<file path="src/rtl/sram_8x8_sync.sv">
// sram_8x8_sync: 8x8 single-port synchronous RAM.
// Registered read port with a read-valid strobe and write-first collisions.
module sram_8x8_sync #(
  parameter int                DATA_W    = 8,
  parameter int                ADDR_W    = 3,
  parameter logic [DATA_W-1:0] RESET_VAL = '0
) (
  input  logic              clk,
  input  logic              rst_n,
  input  logic [DATA_W-1:0] data_in,
  input  logic              wr,
  input  logic              rd,
  input  logic [ADDR_W-1:0] addr,
  output logic [DATA_W-1:0] data_out,
  output logic              rd_valid
);

  localparam int DEPTH = 1 << ADDR_W;

  logic [DATA_W-1:0] r_mem [DEPTH];
  logic [DATA_W-1:0] r_dout;
  logic              r_vld;
  logic [DATA_W-1:0] w_rdata;

  // Write-first: a colliding write forwards its data to the read port.
  assign w_rdata = wr ? data_in : r_mem[addr];

  // Storage array: cleared on reset, otherwise written on wr.
  always_ff @(posedge clk) begin
    if (!rst_n) begin
      for (int i = 0; i < DEPTH; i++)
        r_mem[i] <= RESET_VAL;
    end else if (wr) begin
      r_mem[addr] <= data_in;
    end
  end

  // Read port: data register holds between reads, valid pulses per read.
  always_ff @(posedge clk) begin
    if (!rst_n) begin
      r_dout <= RESET_VAL;
      r_vld  <= 1'b0;
    end else begin
      r_vld <= rd;
      if (rd)
        r_dout <= w_rdata;
    end
  end

  assign data_out = r_dout;
  assign rd_valid = r_vld;

endmodule

</file>
<file path="config.mk">
export PLATFORM = sky130hd
export DESIGN_NAME = sram_8x8_sync
export DESIGN_NICKNAME = d
export VERILOG_FILES = /design/src/rtl/sram_8x8_sync.sv
export SDC_FILE = /design/constraint.sdc
export NUM_CORES = 1
export LEC_CHECK = 0
export ABC_AREA = 1
export BUFFER_PORTS_ARGS = -buffer_cell sky130_fd_sc_hd__buf_2
export CAP_MARGIN = 25
export CORE_MARGIN = 3
export CORE_UTILIZATION = 45
export DETAILED_ROUTE_END_ITERATION = 8
export GPL_TIMING_DRIVEN = 0
export PLACE_DENSITY = 0.69
export SYNTH_ARGS = -nofsm -noshare
export SYNTH_HDL_FRONTEND = slang
export SYNTH_SLANG_ARGS = --single-unit
export TNS_END_PERCENT = 50
</file>
<file path="constraint.sdc">
create_clock -name clk -period 2.61 [get_ports clk]
set_clock_uncertainty 0.1 [all_clocks]
set_input_delay 0.1305 -clock clk [delete_from_list [all_inputs] [get_ports clk]]
set_output_delay 0.1305 -clock clk [all_outputs]
set_load 0.005 [all_outputs]
</file>
==> summary.md <==
| Metric | Value |
|---|---|
| Actual slew at the worst max-slew pin | `~0.60 ns` |
| Main area contributors after synthesis | `edfxtp_1 (56%), nand2_1 (10%), nor2_1 (7.7%)` |
| CTS HTree Levels | `3` |
| Syn Nets | `between 400 and 500` |
| # fillers | `between 700 and 800` |
| Post-synth EDFFs | `64` |
| Nets | `~440` |
| Run status | `complete, no violations` |
| Initial Util | `a little under half` |
| Hold Buf Count CTS | `1` |
| Worst r2r src | `r_mem[6][0]` |
| Post-CTS setup buffer count | `0` |
| Pre-CTS setup slack | `roughly 0.66 ns` |
| Met1 Use GR | `roughly 27%` |
| Total power | `about 2600 uW` |
| Slew margin rel. | `between 60% and 70%` |
| Drt total wl | `between 7000 and 8000 um` |
| TritonCTS clock tree | `done` |
| Ys async rst share | `0%` |
| CP Capture Type | `flop` |
| Unique cell type count in the Yosys netlist | `18` |
| Layout cell share with drive strength beyond 1 | `a little over an eighth` |
| Data required, critical path | `2.54 ns` |
| Core area | `7290 sq um` |
| TritonCTS Buffers | `9` |
| Critical path class | `primary input to flop` |
| Max-Cap Viols | `0` |
| Height of the die | `93.0 um` |
| Total GRT Usage | `19.9%` |
| Crit path to | `r_mem[2][0]` |
| Largest net degree at the start of global routing | `13` |
| Max clock buf depth | `2` |
| R2R Setup Slk | `between 1 and 1.5 ns` |
| Multi-input logic area | `between 1000 and 1500 sq um` |
| Met3 Use GR | `between 3 and 4%` |
| Drt via density | `slightly below 5` |
| Post-CTS resize count | `0` |
| Ys flop type | `edfxtp_1` |
| Gp weighted congestion | `approximately 0.86` |
| Iter 0 DRT Violations | `about 290` |
| FF-to-FF End | `data_out[0]` |
| Highest Clock Rate | `624 MHz` |
| RSZ-0062 raised after global routing | `false` |
| Crit path max fanout | `10` |
| Kind of start point of the critical path | `primary input` |
| Syn_area_per_cell | `about 8.8 sq um` |
| Gr busiest metal | `met2` |
| Flops & latches, synth | `between 70 and 80` |
| Reg2reg path depth | `6` |
| Die area | `roughly 8700 sq um` |
| Worst-path clk slew | `~0.080 ns` |
| Floorplan row count | `31` |
| DRT Pass-1 Iters | `5` |
| First-pass GRT wire length | `approximately 13,000 um` |
| Sum Neg Setup Slack | `0 ns` |
| Area grow syn2layout | `13.4%` |
| Met2 usage | `between 20 and 30%` |
| Number of global-route vias before repair | `2,445` |
| Final ANT Viol Nets | `0` |
| Post-DP HPWL | `5510 um` |
| Initial antenna violation count | `0` |
| DRC viols | `0` |
| Seq/Total Area, Yosys | `61.7%` |
| Final setup violation count | `0` |
| Fin. Hold Viols | `0` |
| Final Util | `roughly 53%` |
| Cells after DPL | `510` |
| Layout Cells excl Fill | `527` |
| Synth Instances | `around 390` |
| Max-slew violations | `0` |
| IO buf count | `23` |
| Maximum vdd drop | `~0.33 mV` |
| Die width | `slightly above 90 um` |
| Wire per inst | `between 15 and 20 um` |
| Grt ovf | `0` |
| Via count | `~2,600` |
| Reg area | `around 2100 sq um` |
| Antenna diodes | `0` |
| Clk root buf | `clkbuf_8` |
| Tmin final | `~1.6 ns` |
| Mapped Area | `around 3400 sq um` |
| CP Data Arrival Time | `1.53 ns` |
| Synthesis Warnings | `0` |
| Leak Pwr | `around 0.0018 uW` |
| Hold Crit Class | `primary input to flop` |
| Worst-skew pair later-pin latency | `approximately 0.36 ns` |
| Worst setup margin | `roughly 1 ns` |
| Final worst path period share | `approximately 60%` |
| Synth area leader | `edfxtp_1` |
| Sink Count | `73` |
| # IOs | `24` |
| Synth top area share | `56.4%` |
| Pwr dens | `661 nW/um^2` |
| CP startpoint | `addr[0]` |
[flip-flops by register name, summed over array words and instances (netlist names)]
signal / cells
r_mem: 64
data_out: 8
rd_valid: 1
[power by group]
group / switching (uW) / internal [uW]
Clock: 425 / 528
Sequential: 21.0 / 1340
Combinational: 169 / 72.0
[worst max-delay path, stage by stage]
cell     delay (ns)
buf_2          0.14
buf_2          0.19
buf_4          0.20
nor2_2         0.26
nand2_1        0.27
nand2_1        0.34
[metal layers]
metal | vias to the layer above | part of all wire, %
met3 | 22 | 6.6
met5 | - | 0
met4 | 0 | 4.0
met2 | 91 | 43
met1 | 1213 | 46
li1 | 1288 | -
[how the worst min path moves through the flow]
stage | from | endpoint | slack (ns) | cells past startpoint
6_report | data_in[4] | data_out[4] | 0.15 | 4
5_1_grt | data_in[4] | data_out[4] | 0.18 | 4
4_1_cts | data_in[4] | data_out[4] | 0.14 | 4
3_5_place_dp | rd | rd_valid | 0.26 | 3
3_3_place_gp | rd | rd_valid | 0.25 | 3
2_1_floorplan | rd | rd_valid | 0.12 | 2
[final cells by class]
| cell class | instances | share of cell area [%] |
|---|---|---|
| buffer | 9 | 1.13 |
| tap | 99 | 3.20 |
| sequential | 73 | 54.4 |
| clock inverter | 7 | 2.20 |
| multi-input combinational | 236 | 25.9 |
| timing repair buffer | 24 | 3.24 |
| clock buffer | 9 | 3.20 |
| inverter | 70 | 6.79 |
[placed cells by master, fill, tap and decap left out]
cell type / synthesis / layout
nand2_1: 93 / 93
nor2_1: 70 / 70
edfxtp_1: 64 / 64
inv_1: 61 / 61
nand3_1: 36 / 36
buf_2: 5 / 28
a21oi_1: 15 / 15
clkinv_1: 8 / 10
clkbuf_8: 0 / 9
dfxtp_1: 9 / 9
or2_2: 8 / 8
o21ai_0: 6 / 6
nor2_2: 4 / 4
clkbuf_1: 3 / 3
nor3_1: 2 / 2
clkinv_2: 0 / 2
bufinv_16: 0 / 2
inv_2: 1 / 1
nor2_4: 1 / 1
buf_4: 1 / 1
o21bai_1: 1 / 1
clkinvlp_4: 0 / 1
dlygate4sd3_1: 0 / 1
[synthesized netlist by cell type (2+ instances only)]
cell	number
dfxtp_1	9
nand2_1	93
edfxtp_1	64
nor2_1	70
a21oi_1	15
nor2_2	4
or2_2	8
nand3_1	36
buf_2	5
clkinv_1	8
clkbuf_1	3
inv_1	61
o21ai_0	6
nor3_1	2
[through the flow]
step	cell area [sq um]	hold WS [ns]
4_1_cts	3870	0.137
6_report	3870	0.147
3_5_place_dp	3650	0.261
3_3_place_gp	3650	0.252
2_1_floorplan	3410	0.124
5_1_grt	3870	0.179
[cell families (layout without fill, tap and decap cells)]
group,count (synthesis),in the layout,synth area share (%)
flip-flops,73,73,61.7
buffers and inverters,79,119,8.99
AND/OR/NAND/NOR,214,214,26.1
AO/OA/AOI/OAI,22,22,3.30
Note: power is estimated with default switching activity, not from simulation.
